[src/rtl/lcd_frame_scheduler_if.sv]
// Bundle between the LCD frame scheduler and its environment (host stream,
// pattern generator, RGB line FIFO, panel sync and control registers).
// master: drives syncs, source bytes, FIFO status and control; observes the rest.
// slave:  the scheduler; drives readies, FIFO write port, frame status and errors.
interface lcd_frame_scheduler_if #(
    parameter int CW = 16
);
    // control
    logic          enable;
    logic          src_sel;
    logic          err_clr;
    // panel timing
    logic          VSYNC;
    logic          HSYNC;
    // host byte stream
    logic          host_valid;
    logic [7:0]    host_data;
    logic          host_ready;
    // test-pattern byte stream
    logic          pat_valid;
    logic [7:0]    pat_data;
    logic          pat_ready;
    // FIFO write port
    logic          fifo_full;
    logic          fifo_we;
    logic [7:0]    fifo_wdata;
    // status
    logic          frame_start;
    logic          frame_done;
    logic          busy;
    logic [CW-1:0] line_cnt;
    logic          err_underrun;
    logic          err_abort;

    modport master (
        output enable, src_sel, err_clr, VSYNC, HSYNC,
        output host_valid, host_data, pat_valid, pat_data, fifo_full,
        input  host_ready, pat_ready, fifo_we, fifo_wdata,
        input  frame_start, frame_done, busy, line_cnt, err_underrun, err_abort
    );

    modport slave (
        input  enable, src_sel, err_clr, VSYNC, HSYNC,
        input  host_valid, host_data, pat_valid, pat_data, fifo_full,
        output host_ready, pat_ready, fifo_we, fifo_wdata,
        output frame_start, frame_done, busy, line_cnt, err_underrun, err_abort
    );
endinterface

[src/rtl/lcd_frame_scheduler.sv]
// Frame/line sequencer muxing host or test-pattern bytes into the RGB line FIFO.
// Latency: accepted byte appears on fifo_we/fifo_wdata one cycle after acceptance.
// Backpressure: readies drop combinationally on fifo_full (almost-full) or enable=0.
// Ports: CLK, nRST (async active-low) plus the slave side of lcd_frame_scheduler_if.
module lcd_frame_scheduler #(
    parameter int BYTES_PER_LINE = 1600,
    parameter int LINES          = 480,
    parameter int CW             = 16
) (
    input  logic                  CLK,
    input  logic                  nRST,
    lcd_frame_scheduler_if.slave  bus
);

    typedef enum logic [2:0] {
        IDLE,
        WAIT_FRAME,
        WAIT_LINE,
        XFER,
        LINE_END,
        FRAME_END
    } state_t;

    localparam logic [CW-1:0] LAST_BYTE = CW'(BYTES_PER_LINE - 1);
    localparam logic [CW-1:0] LAST_LINE = CW'(LINES - 1);

    state_t        state;
    logic          cur_src;
    logic [CW-1:0] byte_cnt;
    logic [CW-1:0] line_cnt;

    logic          vs_q;
    logic          hs_q;
    logic          vs_fall;
    logic          hs_fall;
    logic          hs_rise;

    logic          fifo_we;
    logic [7:0]    fifo_wdata;
    logic          frame_start;
    logic          frame_done;
    logic          busy;
    logic          err_underrun;
    logic          err_abort;

    logic          xfer_ok;
    logic          sel_valid;
    logic [7:0]    sel_data;
    logic          acc;
    logic          line_done;
    logic          abort;

    // Edges compare the registered sync against the live input, so they act
    // in the same cycle the input changes.
    assign vs_fall = vs_q & ~bus.VSYNC;
    assign hs_fall = hs_q & ~bus.HSYNC;
    assign hs_rise = ~hs_q & bus.HSYNC;

    // Acceptance is gated by enable so disabling drops ready immediately.
    assign xfer_ok   = bus.enable & (state == XFER) & ~bus.fifo_full;
    assign sel_valid = cur_src ? bus.host_valid : bus.pat_valid;
    assign sel_data  = cur_src ? bus.host_data  : bus.pat_data;
    assign acc       = xfer_ok & sel_valid;
    assign line_done = acc & (byte_cnt == LAST_BYTE);

    // Abort keys off the registered VSYNC so a VSYNC that has already fallen
    // again can abort and restart the frame in the same cycle.
    assign abort = vs_q & ((state == WAIT_LINE) | (state == XFER));

    assign bus.host_ready   = xfer_ok & cur_src;
    assign bus.pat_ready    = xfer_ok & ~cur_src;
    assign bus.fifo_we      = fifo_we;
    assign bus.fifo_wdata   = fifo_wdata;
    assign bus.frame_start  = frame_start;
    assign bus.frame_done   = frame_done;
    assign bus.busy         = busy;
    assign bus.line_cnt     = line_cnt;
    assign bus.err_underrun = err_underrun;
    assign bus.err_abort    = err_abort;

    always_ff @(posedge CLK or negedge nRST) begin
        if (!nRST) begin
            state        <= IDLE;
            cur_src      <= 1'b0;
            byte_cnt     <= '0;
            line_cnt     <= '0;
            vs_q         <= 1'b0;
            hs_q         <= 1'b0;
            fifo_we      <= 1'b0;
            fifo_wdata   <= 8'h00;
            frame_start  <= 1'b0;
            frame_done   <= 1'b0;
            busy         <= 1'b0;
            err_underrun <= 1'b0;
            err_abort    <= 1'b0;
        end else begin
            vs_q        <= bus.VSYNC;
            hs_q        <= bus.HSYNC;
            frame_start <= 1'b0;
            frame_done  <= 1'b0;

            // One-entry write pipeline; a byte accepted in an abort or
            // disable cycle still lands in the FIFO next cycle.
            fifo_we <= acc;
            if (acc) begin
                fifo_wdata <= sel_data;
            end

            // Clear first so a same-cycle error set below overrides it.
            if (bus.err_clr) begin
                err_underrun <= 1'b0;
                err_abort    <= 1'b0;
            end

            if (!bus.enable) begin
                state    <= IDLE;
                busy     <= 1'b0;
                byte_cnt <= '0;
                line_cnt <= '0;
            end else if (abort) begin
                err_abort <= 1'b1;
                byte_cnt  <= '0;
                line_cnt  <= '0;
                if (vs_fall) begin
                    cur_src     <= bus.src_sel;
                    frame_start <= 1'b1;
                    state       <= WAIT_LINE;
                    busy        <= 1'b1;
                end else begin
                    state <= WAIT_FRAME;
                    busy  <= 1'b0;
                end
            end else begin
                case (state)
                    IDLE: begin
                        state <= WAIT_FRAME;
                        busy  <= 1'b0;
                    end

                    WAIT_FRAME: begin
                        if (vs_fall) begin
                            cur_src     <= bus.src_sel;
                            line_cnt    <= '0;
                            frame_start <= 1'b1;
                            state       <= WAIT_LINE;
                            busy        <= 1'b1;
                        end
                    end

                    WAIT_LINE: begin
                        if (hs_fall) begin
                            byte_cnt <= '0;
                            state    <= XFER;
                        end
                    end

                    XFER: begin
                        if (acc) begin
                            byte_cnt <= byte_cnt + CW'(1);
                        end
                        // A last byte coinciding with HSYNC rising still
                        // counts as a complete line.
                        if (line_done) begin
                            state <= LINE_END;
                        end else if (hs_rise) begin
                            err_underrun <= 1'b1;
                            state        <= LINE_END;
                        end
                    end

                    LINE_END: begin
                        if (line_cnt == LAST_LINE) begin
                            frame_done <= 1'b1;
                            state      <= FRAME_END;
                        end else begin
                            line_cnt <= line_cnt + CW'(1);
                            state    <= WAIT_LINE;
                        end
                    end

                    FRAME_END: begin
                        line_cnt <= '0;
                        state    <= WAIT_FRAME;
                        busy     <= 1'b0;
                    end

                    default: begin
                        state <= IDLE;
                        busy  <= 1'b0;
                    end
                endcase
            end
        end
    end

endmodule

[src/flat_wrapper.sv]
// flat-port wrapper written by rule: the top's interface ports become plain ports
module lcd_frame_scheduler_flat 
#(
    parameter int BYTES_PER_LINE = 1600,
    parameter int LINES          = 480,
    parameter int CW             = 16
)
  (CLK, nRST, bus_enable, bus_src_sel, bus_err_clr, bus_VSYNC, bus_HSYNC, bus_host_valid, bus_host_data, bus_pat_valid, bus_pat_data, bus_fifo_full, bus_host_ready, bus_pat_ready, bus_fifo_we, bus_fifo_wdata, bus_frame_start, bus_frame_done, bus_busy, bus_line_cnt, bus_err_underrun, bus_err_abort);
  lcd_frame_scheduler_if #(.CW(CW)) bus_i ();
  input  logic CLK;
  input  logic nRST;
  input wire logic [$bits(bus_i.enable)-1:0] bus_enable;
  input wire logic [$bits(bus_i.src_sel)-1:0] bus_src_sel;
  input wire logic [$bits(bus_i.err_clr)-1:0] bus_err_clr;
  input wire logic [$bits(bus_i.VSYNC)-1:0] bus_VSYNC;
  input wire logic [$bits(bus_i.HSYNC)-1:0] bus_HSYNC;
  input wire logic [$bits(bus_i.host_valid)-1:0] bus_host_valid;
  input wire logic [$bits(bus_i.host_data)-1:0] bus_host_data;
  input wire logic [$bits(bus_i.pat_valid)-1:0] bus_pat_valid;
  input wire logic [$bits(bus_i.pat_data)-1:0] bus_pat_data;
  input wire logic [$bits(bus_i.fifo_full)-1:0] bus_fifo_full;
  output wire logic [$bits(bus_i.host_ready)-1:0] bus_host_ready;
  output wire logic [$bits(bus_i.pat_ready)-1:0] bus_pat_ready;
  output wire logic [$bits(bus_i.fifo_we)-1:0] bus_fifo_we;
  output wire logic [$bits(bus_i.fifo_wdata)-1:0] bus_fifo_wdata;
  output wire logic [$bits(bus_i.frame_start)-1:0] bus_frame_start;
  output wire logic [$bits(bus_i.frame_done)-1:0] bus_frame_done;
  output wire logic [$bits(bus_i.busy)-1:0] bus_busy;
  output wire logic [$bits(bus_i.line_cnt)-1:0] bus_line_cnt;
  output wire logic [$bits(bus_i.err_underrun)-1:0] bus_err_underrun;
  output wire logic [$bits(bus_i.err_abort)-1:0] bus_err_abort;
  assign bus_i.enable = bus_enable;
  assign bus_i.src_sel = bus_src_sel;
  assign bus_i.err_clr = bus_err_clr;
  assign bus_i.VSYNC = bus_VSYNC;
  assign bus_i.HSYNC = bus_HSYNC;
  assign bus_i.host_valid = bus_host_valid;
  assign bus_i.host_data = bus_host_data;
  assign bus_i.pat_valid = bus_pat_valid;
  assign bus_i.pat_data = bus_pat_data;
  assign bus_i.fifo_full = bus_fifo_full;
  assign bus_host_ready = bus_i.host_ready;
  assign bus_pat_ready = bus_i.pat_ready;
  assign bus_fifo_we = bus_i.fifo_we;
  assign bus_fifo_wdata = bus_i.fifo_wdata;
  assign bus_frame_start = bus_i.frame_start;
  assign bus_frame_done = bus_i.frame_done;
  assign bus_busy = bus_i.busy;
  assign bus_line_cnt = bus_i.line_cnt;
  assign bus_err_underrun = bus_i.err_underrun;
  assign bus_err_abort = bus_i.err_abort;
  lcd_frame_scheduler #(.BYTES_PER_LINE(BYTES_PER_LINE), .LINES(LINES), .CW(CW)) u_core (.CLK(CLK), .nRST(nRST), .bus(bus_i));
endmodule
[config.mk]
export PLATFORM = sky130hd
export DESIGN_NAME = lcd_frame_scheduler_flat
export DESIGN_NICKNAME = d
export VERILOG_FILES = /design/src/rtl/lcd_frame_scheduler_if.sv /design/src/rtl/lcd_frame_scheduler.sv /design/src/flat_wrapper.sv
export SDC_FILE = /design/constraint.sdc
export NUM_CORES = 1
export LEC_CHECK = 0
export BUFFER_PORTS_ARGS = -buffer_cell sky130_fd_sc_hd__buf_2
export CAP_MARGIN = 20
export CORE_MARGIN = 2
export CORE_UTILIZATION = 49
export CTS_CLUSTER_DIAMETER = 40
export DETAILED_ROUTE_END_ITERATION = 10
export PLACE_DENSITY = 0.76
export SLEW_MARGIN = 10
export SYNTH_ARGS = -nofsm -noshare
export SYNTH_HDL_FRONTEND = slang
export SYNTH_SLANG_ARGS = --single-unit
[constraint.sdc]
create_clock -name CLK -period 2 [get_ports CLK]
set_input_delay 0 -clock CLK [delete_from_list [all_inputs] [get_ports CLK]]
set_output_delay 0 -clock CLK [all_outputs]
set_load 0.02 [all_outputs]
# ---- After elaboration in Yosys (flattened, before gate mapping)
# Index checks and enable logic that the tools add are counted.
dict set report word_totals {
  regBits 52
  input_bits 26
  output_inout_bits 32
  elab_cells 100
}
dict set report op_classes {
  addsub 2
  eq_ne 15
  mux 45
  n_bitwise 16
  n_reduce_logical 9
}
# operator n
set ops {}
lappend ops {{$mux 16} 8}
lappend ops {{$pmux 16 s3} 1}
lappend ops {{$add 16x1->16 const B} 2}
lappend ops {{$pmux 16 s2} 1}
lappend ops {{$mux 1} 24}
lappend ops {{$mux 3} 7}
lappend ops {{$eq 16x11->1 const B} 1}
lappend ops {{$eq 16x9->1 const B} 1}
lappend ops {{$pmux 3 s5} 1}
lappend ops {{$ne 4x2->1 const B} 3}
lappend ops {{$and 1x1->1} 10}
lappend ops {{$reduce_and 3->1} 3}
lappend ops {{$mux 8} 1}
lappend ops {{$eq 3x2->1 const B} 2}
lappend ops {{$eq 3x3->1 const B} 2}
lappend ops {{$ne 5x1->1 const B} 1}
lappend ops {{$ne 5x2->1 const B} 1}
lappend ops {{$not 1->1} 5}
lappend ops {{$ne 4x1->1 const B} 1}
lappend ops {{$ne 4x3->1 const B} 1}
lappend ops {{$reduce_and 2->1} 2}
lappend ops {{$eq 3x1->1 const B} 1}
lappend ops {{$logic_not 3->1} 1}
lappend ops {{$ne 3x2->1 const B} 1}
lappend ops {{6 further kinds} 6}

# ---- Depth between registers and ports, before layout
# Gate-level depths: netlist (run 1).
dict set report depth {
  depth_word 9
  mapped_depth 8
  mapped_depth_nobuf 6
}

# ---- Worst setup path before layout (run 1)
# No wires, ideal clock.
dict set report synth_timing {
  kind {flip-flop to flip-flop}
  startpoint {register u_core.state[2]}
  endpoint {register u_core.byte_cnt[13]}
  setup_time_ps 79
  t_arrival_ps 1828
  slack_ps 93
  path_stages_with_launch 7
  synth_period_minus_slack_ps 1907
  path_cell_list {dfrtp_1 > nand2b_1 > buf_6 > nor4_4 > o21ai_2 > or4_1 > a21oi_1}
}
dict set report synth_between {
  elab_chain_len 6
  word_cells_on_any_way 14
}
# item line
set synth_lines {}
lappend synth_lines {{start, declared} lcd_frame_scheduler.sv:27} ;# state_t state;
lappend synth_lines {{start signal, assigned} lcd_frame_scheduler.sv:83} ;# state <= IDLE;
lappend synth_lines {{start signal, assigned} lcd_frame_scheduler.sv:116} ;# state <= IDLE;
lappend synth_lines {{start signal, assigned} lcd_frame_scheduler.sv:127} ;# state <= WAIT_LINE;
lappend synth_lines {{$eq 3x2->1} {lcd_frame_scheduler.sv:60, lcd_frame_scheduler.sv:68, lcd_frame_scheduler.sv:134}}
lappend synth_lines {{$and 1x1->1 (2 in a row)} lcd_frame_scheduler.sv:60} ;# assign xfer_ok = bus.enable & (state == XFER) & ~bus.fifo_full;
lappend synth_lines {{$and 1x1->1} lcd_frame_scheduler.sv:63} ;# assign acc = xfer_ok & sel_valid;
lappend synth_lines {{$ne 4x2->1 (no source line)} n/a}
lappend synth_lines {{$reduce_and 3->1 (no source line)} n/a}
lappend synth_lines {{end signal, assigned} lcd_frame_scheduler.sv:159} ;# byte_cnt <= byte_cnt + CW'(1);
lappend synth_lines {{end, declared} lcd_frame_scheduler.sv:29} ;# logic [CW-1:0] byte_cnt;
# Parallel ways exist; a longest one is shown, timed or not.
# A chain may end at the register's enable or synchronous reset.

# ---- Worst setup path in the final report (run 1)
# Same ends and word-level chain as after synthesis.

==> impl_metrics.ini, run 1 <==
[logic_synthesis]
synth_edf_count = 0
syn_area_um2 = 2790
ys_warn_count = 0
ys_seq_elements = 52
synthArstFlopShare_pct = 100.0
syn_inst = 295
synthFlopType = dfrtp_1
ys_seq_area_share_pct = 46.64
synth_area_per_cell_um2 = 9.458
syn-num-nets = 323
synth_cell_types = 49

[hold_path]
min_to = u_core.state[0]
hold_depth = 3
hold_start = bus_enable
hold_class = in -> reg

[timing]
fin_skew_ps = 9.011
worst_pin_slew_ps = 508.4
whs_ps = 65.39
timing.fmax_mhz = 524.4
rsz0062_at_grt = false
slew-limit-headroom_pct = 66.07
finalHoldViolCount = 0
period_minus_slack_ps = 1907
period_share_pct = 95.35
maxSlewViolCount = 0
finalSetupViolCount = 0
final.setup.tns_ps = 0

[critical_path]
cp-start-kind = flop
cp-startpoint = u_core.state[2]
cp-end-kind = flop
rrSetupSlack_ps = 90
rr_startpoint = u_core.state[2]
criticalPathCategory = reg -> reg
critPathMaxFanout = 10
r2r-end = u_core.byte_cnt[13]
worstPathRequired_ps = 2240
critPathArrivalTime_ps = 2150
reg2regPathDepth = 6

[routing]
drt_wl_total_um = 7463
drtPass1Iterations = 5
vias_per_cell = 5.830
wire_per_inst_um = 15.85
antenna_left = 0
vias = 2746
drt-initial-drc-count = 160
drc = 0

[floorplan]
die-area_um2 = 6314
initial_utilization_pct = 50.67
io_pins = 58
core_area_um2 = 5507
die_w_um = 79.46
dieHeight_um = 79.46
row_count = 27

[placement]
hpwl_um = 4954
dp.cells = 442
portBuffers = 57
gp_congestion = 0.8680

[final_layout]
mostFrequentLayoutCells = buf_2 (57), dfrtp_1 (52), buf_4 (32), nor2_1 (24), a21oi_1 (22)
layout_commonest_cell = buf_2
n_antenna_cell = 0
drive_above_1_share_pct = 26.57
stdcell_count = 471
area_growth_pct = 31.21
fin_nets = 426

[global_route]
grt_start_max_net_pins = 53
grt_pass1_wl_um = 12390
grt_pass1_vias = 2601
grt-ovfl-total = 0
grt_use_total_pct = 24.76
antenna_found_initial = 0

[clocking]
cts_tree = built
clockBufferDepth = 2
clk_pin_slew_worst_paths_ps = 100
clkLatencyLatePin_ps = 310
clock-sinks = 52
cts_setup_buffers = 0
cts_max_level = 2
numCtsBuffers = 5
cts-root-buf = clkbuf_8

[power_and_ir_drop]
leakagePower_nw = 1.733
power_density_nw_per_um2 = 800.0
peakVddDrop_mv = 0.6706

[status]
status = complete, no violations

[flow_run]
maxCapViolCount = 0
## worst max path at each step
stage / to
2_1_floorplan: u_core.byte_cnt[13]
3_3_place_gp: u_core.byte_cnt[13]
3_5_place_dp: u_core.byte_cnt[13]
4_1_cts: u_core.byte_cnt[13]
5_1_grt: u_core.byte_cnt[13]
6_report: u_core.byte_cnt[13]
## kinds of logic (layout without fill, tap and decap cells)
logic type      Yosys count  after routing  share of synthesized area, %
compound gates           79             79                         17.80
xor+xnor                  7              7                         2.197
fa+ha+maj                 2              2                        0.8967
buf+inv                  23            127                         3.677
flops                    52             52                         46.64
mux                      12             12                         4.350
simple gates            120            120                         24.44
## repair_timing
| item | 4_1_cts | 5_1_grt |
|---|---|---|
| endpoints found under the hold margin | 65 | 0 |
| hold buffers | 21 | 0 |
| resized for setup | 0 | 3 |
| setup endpoints to repair | 0 | 2 |
## cell type report
| class | count | area, um^2 |
|---|---|---|
| multi-input cells | 220 | 1396 |
| fillers | 422 | 1846 |
| clock buffers | 5 | 68.82 |
| clock inverters | 3 | 18.77 |
| flip-flops and latches | 52 | 1301 |
| repair buffers | 111 | 755.7 |
| well taps | 72 | 90.09 |
| inverters | 8 | 30.03 |
## critical path, stage by stage (launching register included)
cell and delay [ps]:
dfrtp_1 400, buf_4 160, nand2b_1 250, nand2_2 170
o21ai_2 140, or4_1 550, a21oi_1 160
## cell usage after synthesis (9+ instances only)
| cell type | instances | area (um^2) |
|---|---|---|
| dfrtp_1 | 52 | 1301 |
| a21oi_1 | 22 | 110.1 |
| mux2i_1 | 11 | 110.1 |
| o21ai_0 | 21 | 105.1 |
| nor2_1 | 24 | 90.09 |
| nand2_1 | 21 | 78.83 |
| nand3_1 | 11 | 55.05 |
| or3_1 | 9 | 56.30 |
| o31ai_1 | 10 | 75.07 |
## state kept, by name, indices dropped and copies added (netlist names)
register / count
u_core.bus.fifo_wdata: 8
u_core.bus.err_abort: 1
u_core.state: 3
u_core.vs_q: 1
u_core.bus.busy: 1
u_core.cur_src: 1
u_core.bus.fifo_we: 1
u_core.bus.err_underrun: 1
u_core.hs_q: 1
u_core.bus.frame_start: 1
u_core.byte_cnt: 16
u_core.bus.frame_done: 1
u_core.bus.line_cnt: 16
## per-stage QoR
stage	area [um^2]	total power [W]	setup slack [ps]	util, %
after floorplan	2790	0.001876	93.42	-
after global placement	3353	0.002195	163.8	60.90
after detailed placement	3353	0.002217	99.14	60.90
after CTS	3651	0.002916	69.56	66.30
after global routing	3661	0.003068	3.324	66.48
final	3661	0.002929	93.05	66.48
## routing by layer
metal | vias to the layer above | global-route usage [%] | part of all wire (%)
met5 | - | 0 | 0
met4 | 0 | 6.207 | 1.2
met3 | 11 | 4.072 | 5.1
met2 | 99 | 41.26 | 49
met1 | 1325 | 33.68 | 44
li1 | 1311 | - | -
## where the power goes
part,switching (W),internal (W),total (W)
sequential,0.0000895,0.00118,0.00127
clock,0.000367,0.000245,0.000612
combinational,0.000592,0.000457,0.00105
total,0.00105,0.00188,0.00293
Note: power is estimated with default switching activity, not from simulation.
==> inputs of run 2 (changes only) <==
- ABC_AREA: default -> 1
- CORE_UTILIZATION: 49 -> 50
==> run 2 against run 1 <==
  * Sequential share of layout area down 1.6 points
  * Wire length up 9.5%
  * Clock power increased by 5.1%
  * Count of clock-buffer cells in the layout grew 1
  * The run now ends with hold timing left
==> impl_metrics.ini, run 2 <==
[placement]
hpwl_um = 5812
dp.cells = 584
pre_cts_ws_ps = 90.54
gp_congestion = 0.9123
portBuffers = 57

[logic_synthesis]
syn_inst = 452
ys_warn_count = 0
syn-num-nets = 480
ys_seq_elements = 52
syn_area_um2 = 3120
synthArstFlopShare_pct = 100.0
yosys.area.top_type_share_pct = 41.70
yosys.cell_count.top_type = nand2_1
synth_top_cell_by_area = dfrtp_1
synthTopCellsByArea = dfrtp_1 (42%), nand2_1 (13%), nor2_1 (10%), inv_1 (6.3%), nand3_1 (5.1%)
synth_cell_types = 27
synth_area_per_cell_um2 = 6.904
synthFlopType = dfrtp_1
synth_common_cells = nand2_1 (111), nor2_1 (84), dfrtp_1 (52), inv_1 (52), nand3_1 (32)
ys_seq_area_share_pct = 41.70
synth_edf_count = 0

[critical_path]
rr_startpoint = u_core.state[1]
critPathArrivalTime_ps = 2160
criticalPathCategory = reg -> reg
worstPathRequired_ps = 2250
critPathMaxFanout = 16
reg2regPathDepth = 6
r2r-end = u_core.bus.fifo_wdata[7]
slowest_stage = dlygate4sd3_1
cp-startpoint = u_core.state[1]
worstPathCellList = nand2_2 -> nor2_4 -> nand3_2 -> buf_4 -> o31ai_2 -> dlygate4sd3_1
cp-end-kind = flop
crit_end = u_core.bus.fifo_wdata[7]
rrSetupSlack_ps = 90
cp-start-kind = flop
cpPeakStageDelay_ps = 600

[routing]
vias_per_cell = 5.345
drt_wl_total_um = 8170
antenna_left = 0
drtPass1Iterations = 5
wire_per_inst_um = 13.31
drt-initial-drc-count = 259
drc = 0
vias = 3282

[final_layout]
multi_input_area_um2 = 1565
stdcell_count = 614
layout_commonest_cell = nand2_1
n_antenna_cell = 0
final_util_pct = 64.08
num-fill-cells = 523
mostFrequentLayoutCells = nand2_1 (111), nor2_1 (84), buf_2 (57), inv_1 (52), dfrtp_1 (51)
area_growth_pct = 23.02
top_regs = u_core.bus.line_cnt x16, u_core.byte_cnt x16, u_core.bus.fifo_wdata x8
fin_nets = 566
drive_above_1_share_pct = 18.37
ff_latch_area_um2 = 1303

[floorplan]
row_count = 28
initial_utilization_pct = 52.09
dieHeight_um = 83
die_w_um = 83
die-area_um2 = 6889
core_area_um2 = 5991
io_pins = 58

[global_route]
grt_pass1_vias = 2992
grt_pass1_wl_um = 13750
antenna_found_initial = 0
grt_use_total_pct = 23.95
grt-ovfl-total = 0
grt_start_max_net_pins = 32

[clocking]
clk_pin_slew_worst_paths_ps = 90
cts_max_level = 2
cts_tree = built
clock-sinks = 52
clkLatencyLatePin_ps = 310
clockBufferDepth = 2
numCtsBuffers = 5
cts-root-buf = clkbuf_8

[hold_path]
hold_start = bus_host_data[2]
hold_class = in -> reg

[timing]
final.setup.worst_slack_ps = 88.08
slew-limit-headroom_pct = 70.65
period_share_pct = 95.60
timing.fmax_mhz = 523.0
whs_ps = -7.837
maxSlewViolCount = 0
final.setup.tns_ps = 0
period_minus_slack_ps = 1912
finalHoldViolCount = 1
worst_pin_slew_ps = 436.8
fin_skew_ps = 6.884
finalSetupViolCount = 0

[flow_run]
maxCapViolCount = 0

[power_and_ir_drop]
power_density_nw_per_um2 = 829.2
peakVddDrop_mv = 0.7305
leakagePower_nw = 1.929

[status]
status = finished with violations
violations = hold timing
-- run 2: worst min path at each step --
| stage | end | slack (ps) | depth (start not counted) |
|---|---|---|---|
| finish | u_core.bus.fifo_wdata[2] | -8 | 3 |
| global route | u_core.bus.fifo_wdata[2] | 20 | 3 |
| CTS | u_core.bus.fifo_wdata[2] | 0.6 | 3 |
| detailed placement | u_core.bus.fifo_wdata[5] | -180 | 1 |
| global placement | u_core.bus.fifo_wdata[7] | -180 | 1 |
| floorplan | u_core.bus.busy | -300 | 0 |
-- run 2: critical path, delay by kind of cell, from the launching register on --
kind                   cells  cell delay, ps
buffers and inverters      2             810
flip-flops                 1             450
AND/OR/NAND/NOR            3             380
AO/OA/AOI/OAI              1             210
-- run 2: kinds of logic (layout without fill, tap and decap cells) --
kind of cell    count (synthesis)  count (layout)  share of synthesized area, %
compound gates                 55              55                         10.10
fa+ha+maj                       2               2                        0.8018
buf+inv                        67             154                         8.620
flops                          52              52                         41.70
simple gates                  276             276                         38.77
-- run 2: metal layers --
| metal | vias to the layer above | global-route usage (%) | share of wire [%] |
|---|---|---|---|
| met3 | 14 | 3.777 | 6.1 |
| met5 | - | 0 | 0 |
| met2 | 115 | 39.37 | 49 |
| met4 | 0 | 5.216 | 1.1 |
| met1 | 1521 | 33.59 | 44 |
| li1 | 1632 | - | - |
-- run 2: final cells by class --
class,count,share of cell area (%)
multi-input combinational,333,40.78
sequential,52,33.93
timing repair buffer,87,14.60
inverter,59,5.834
tap,75,2.445
clock buffer,6,2.151
clock inverter,2,0.2608
-- run 2: per-stage QoR --
step | total power, W | area (um^2)
after global placement | 0.002326 | 3512
after CTS | 0.003123 | 3805
after global routing | 0.003380 | 3839
final | 0.003183 | 3839
after detailed placement | 0.002360 | 3512
after floorplan | 0.002034 | 3120
-- run 2: report_power, final --
part / internal, W / switching (W) / total, W
registers: 0.00118 / 0.000104 / 0.00129
logic: 0.000462 / 0.000792 / 0.00125
clock network: 0.000277 / 0.000365 / 0.000643
-- run 2: what timing repair did --
item                       in CTS  in global routing
hold endpoints to repair       64                  0
buffers inserted                0                  2
hold buffers                   20                  0
gates resized for setup         0                  5
setup endpoints to repair       0                 16
==> inputs of run 3 (changes only) <==
==> constraint.sdc (replaced) <==
create_clock -name CLK -period 2 [get_ports CLK]
set_input_delay 0.4 -clock CLK [delete_from_list [all_inputs] [get_ports CLK]]
set_output_delay 0.4 -clock CLK [all_outputs]
set_load 0.02 [all_outputs]
==> run 3 against run 2 <==
  * The run now ends clean
  * Clock power increased by 30%
  * Highest routed layer unchanged
  * Critical path depth down 1
  * Via count down 1.9%
  * First-iteration DRC count decreased by 3.5%
==> impl_metrics.ini, run 3 (synthesis gave the netlist of run 2 again) <==
[global_route]
antenna_found_initial = 0
grt_use_total_pct = 23.08
grt_pass1_vias = 2955
grt_start_max_net_pins = 36
grt_pass1_wl_um = 13330
grt-ovfl-total = 0

[timing]
final.setup.worst_slack_ps = 145.3
timing.fmax_mhz = 539.2
worst_pin_slew_ps = 447.2
finalHoldViolCount = 0
fin_skew_ps = 7.193
period_minus_slack_ps = 1855
period_share_pct = 92.73
maxSlewViolCount = 0
slew-limit-headroom_pct = 70.15
final.setup.tns_ps = 0
finalSetupViolCount = 0
rsz0062_at_grt = false
whs_ps = 5.096

[routing]
drt_wl_total_um = 7702
drc = 0
vias_per_cell = 5.428
wire_per_inst_um = 12.99
antenna_left = 0
drt-initial-drc-count = 250
drtPass1Iterations = 4
vias = 3219

[critical_path]
path_buf_inv = 1
cp-end-kind = primary output
critPathArrivalTime_ps = 1450
slowest_stage = dfrtp_1
worstPathRequired_ps = 1600
worstPathCellList = nand2_2 -> nor2_4 -> nand2_1 -> nor2_1 -> buf_2
rrSetupSlack_ps = 230
r2r-end = u_core.bus.line_cnt[3]
cp-start-kind = flop
cpPeakStageDelay_ps = 470
rr_startpoint = u_core.state[2]
crit_family = simple AND/OR/NAND/NOR gates
critPathMaxFanout = 6
criticalPathCategory = reg -> out
reg2regPathDepth = 9

[floorplan]
dieHeight_um = 83
die_w_um = 83
row_count = 28
core_area_um2 = 5991
initial_utilization_pct = 52.09
die-area_um2 = 6889
io_pins = 58

[placement]
portBuffers = 57
hpwl_um = 5724
gp_congestion = 0.9018
pre_cts_ws_ps = 44.65
dp.cells = 584

[power_and_ir_drop]
power_density_nw_per_um2 = 877.8
peakVddDrop_mv = 0.7009
leakagePower_nw = 1.847

[clocking]
cts_max_level = 2
clk_pin_slew_worst_paths_ps = 100
cts-root-buf = clkbuf_8
clock-sinks = 52
cts_tree = built
clkLatencyLatePin_ps = 310
numCtsBuffers = 5
clockBufferDepth = 2

[flow_run]
maxCapViolCount = 0

[final_layout]
area_growth_pct = 17.76
n_antenna_cell = 0
num-fill-cells = 555
layout_commonest_cell = nand2_1
stdcell_count = 593
mostFrequentLayoutCells = nand2_1 (111), nor2_1 (84), buf_2 (57), inv_1 (52), dfrtp_1 (51)
fin_nets = 546
top_regs = u_core.bus.line_cnt x16, u_core.byte_cnt x16, u_core.bus.fifo_wdata x8
drive_above_1_share_pct = 18.53

[status]
status = complete, no violations

[hold_path]
hold_class = in -> async
run 3: changes by cell type in the layout (fill, tap and decap cells not counted):
cell / previous run / this run
dlygate4sd3_1: 20 / 0
bufinv_16: 0 / 2
clkinv_2: 2 / 0
o31ai_1: 8 / 10
o31ai_2: 2 / 0
buf_12: 0 / 1
buf_4: 10 / 9
clkbuf_8: 6 / 5
inv_2: 5 / 6
inv_4: 1 / 0
run 3: metal layers:
layer  up-vias  GRT usage (%)  wire [um]
met5         -              0          0
met2       100          37.02       3570
met3        10          3.777        458
met4         0          6.259         91
met1      1511          32.54       3582
li1       1598              -          -
run 3: layout make-up:
cell class / instances / area (um^2) / share of cell area (%)
sequential: 52 / 1303 / 35.44
clock inverter: 2 / 60.06 / 1.634
multi-input combinational: 333 / 1555 / 42.32
clock buffer: 5 / 68.82 / 1.873
tap: 75 / 93.84 / 2.554
inverter: 59 / 221.5 / 6.027
timing repair buffer: 67 / 372.9 / 10.15
run 3: through the flow:
stage / total power, W / util, % / instance area, um^2
detailed placement: 0.002378 / 58.83 / 3525
finish: 0.003226 / 61.34 / 3675
global placement: 0.002346 / 58.83 / 3525
CTS: 0.003222 / 60.99 / 3654
global route: 0.003447 / 61.34 / 3675
floorplan: 0.002034 / - / 3120
run 3: what timing repair did:
item	in CTS	in global routing
endpoints found under the setup margin	0	10
hold buffers	0	0
buffers inserted	0	2
resized for setup	0	2
run 3: report_power, final:
part	internal, W	switching, W
Sequential	0.00118	0.000112
Combinational	0.000362	0.000734
Clock	0.000493	0.000345
Total	0.00204	0.00119
run 3: how the worst max path moves through the flow:
| stage | startpoint | end | slack, ps | cells past startpoint |
|---|---|---|---|---|
| floorplan | u_core.cur_src | bus_host_ready | 370 | 3 |
| global placement | u_core.state[2] | u_core.bus.line_cnt[3] | 80 | 9 |
| detailed placement | u_core.state[2] | u_core.bus.line_cnt[0] | 40 | 9 |
| CTS | u_core.state[2] | u_core.bus.line_cnt[3] | 30 | 9 |
| global route | u_core.state[1] | bus_host_ready | 9 | 5 |
| finish | u_core.state[1] | bus_pat_ready | 150 | 5 |
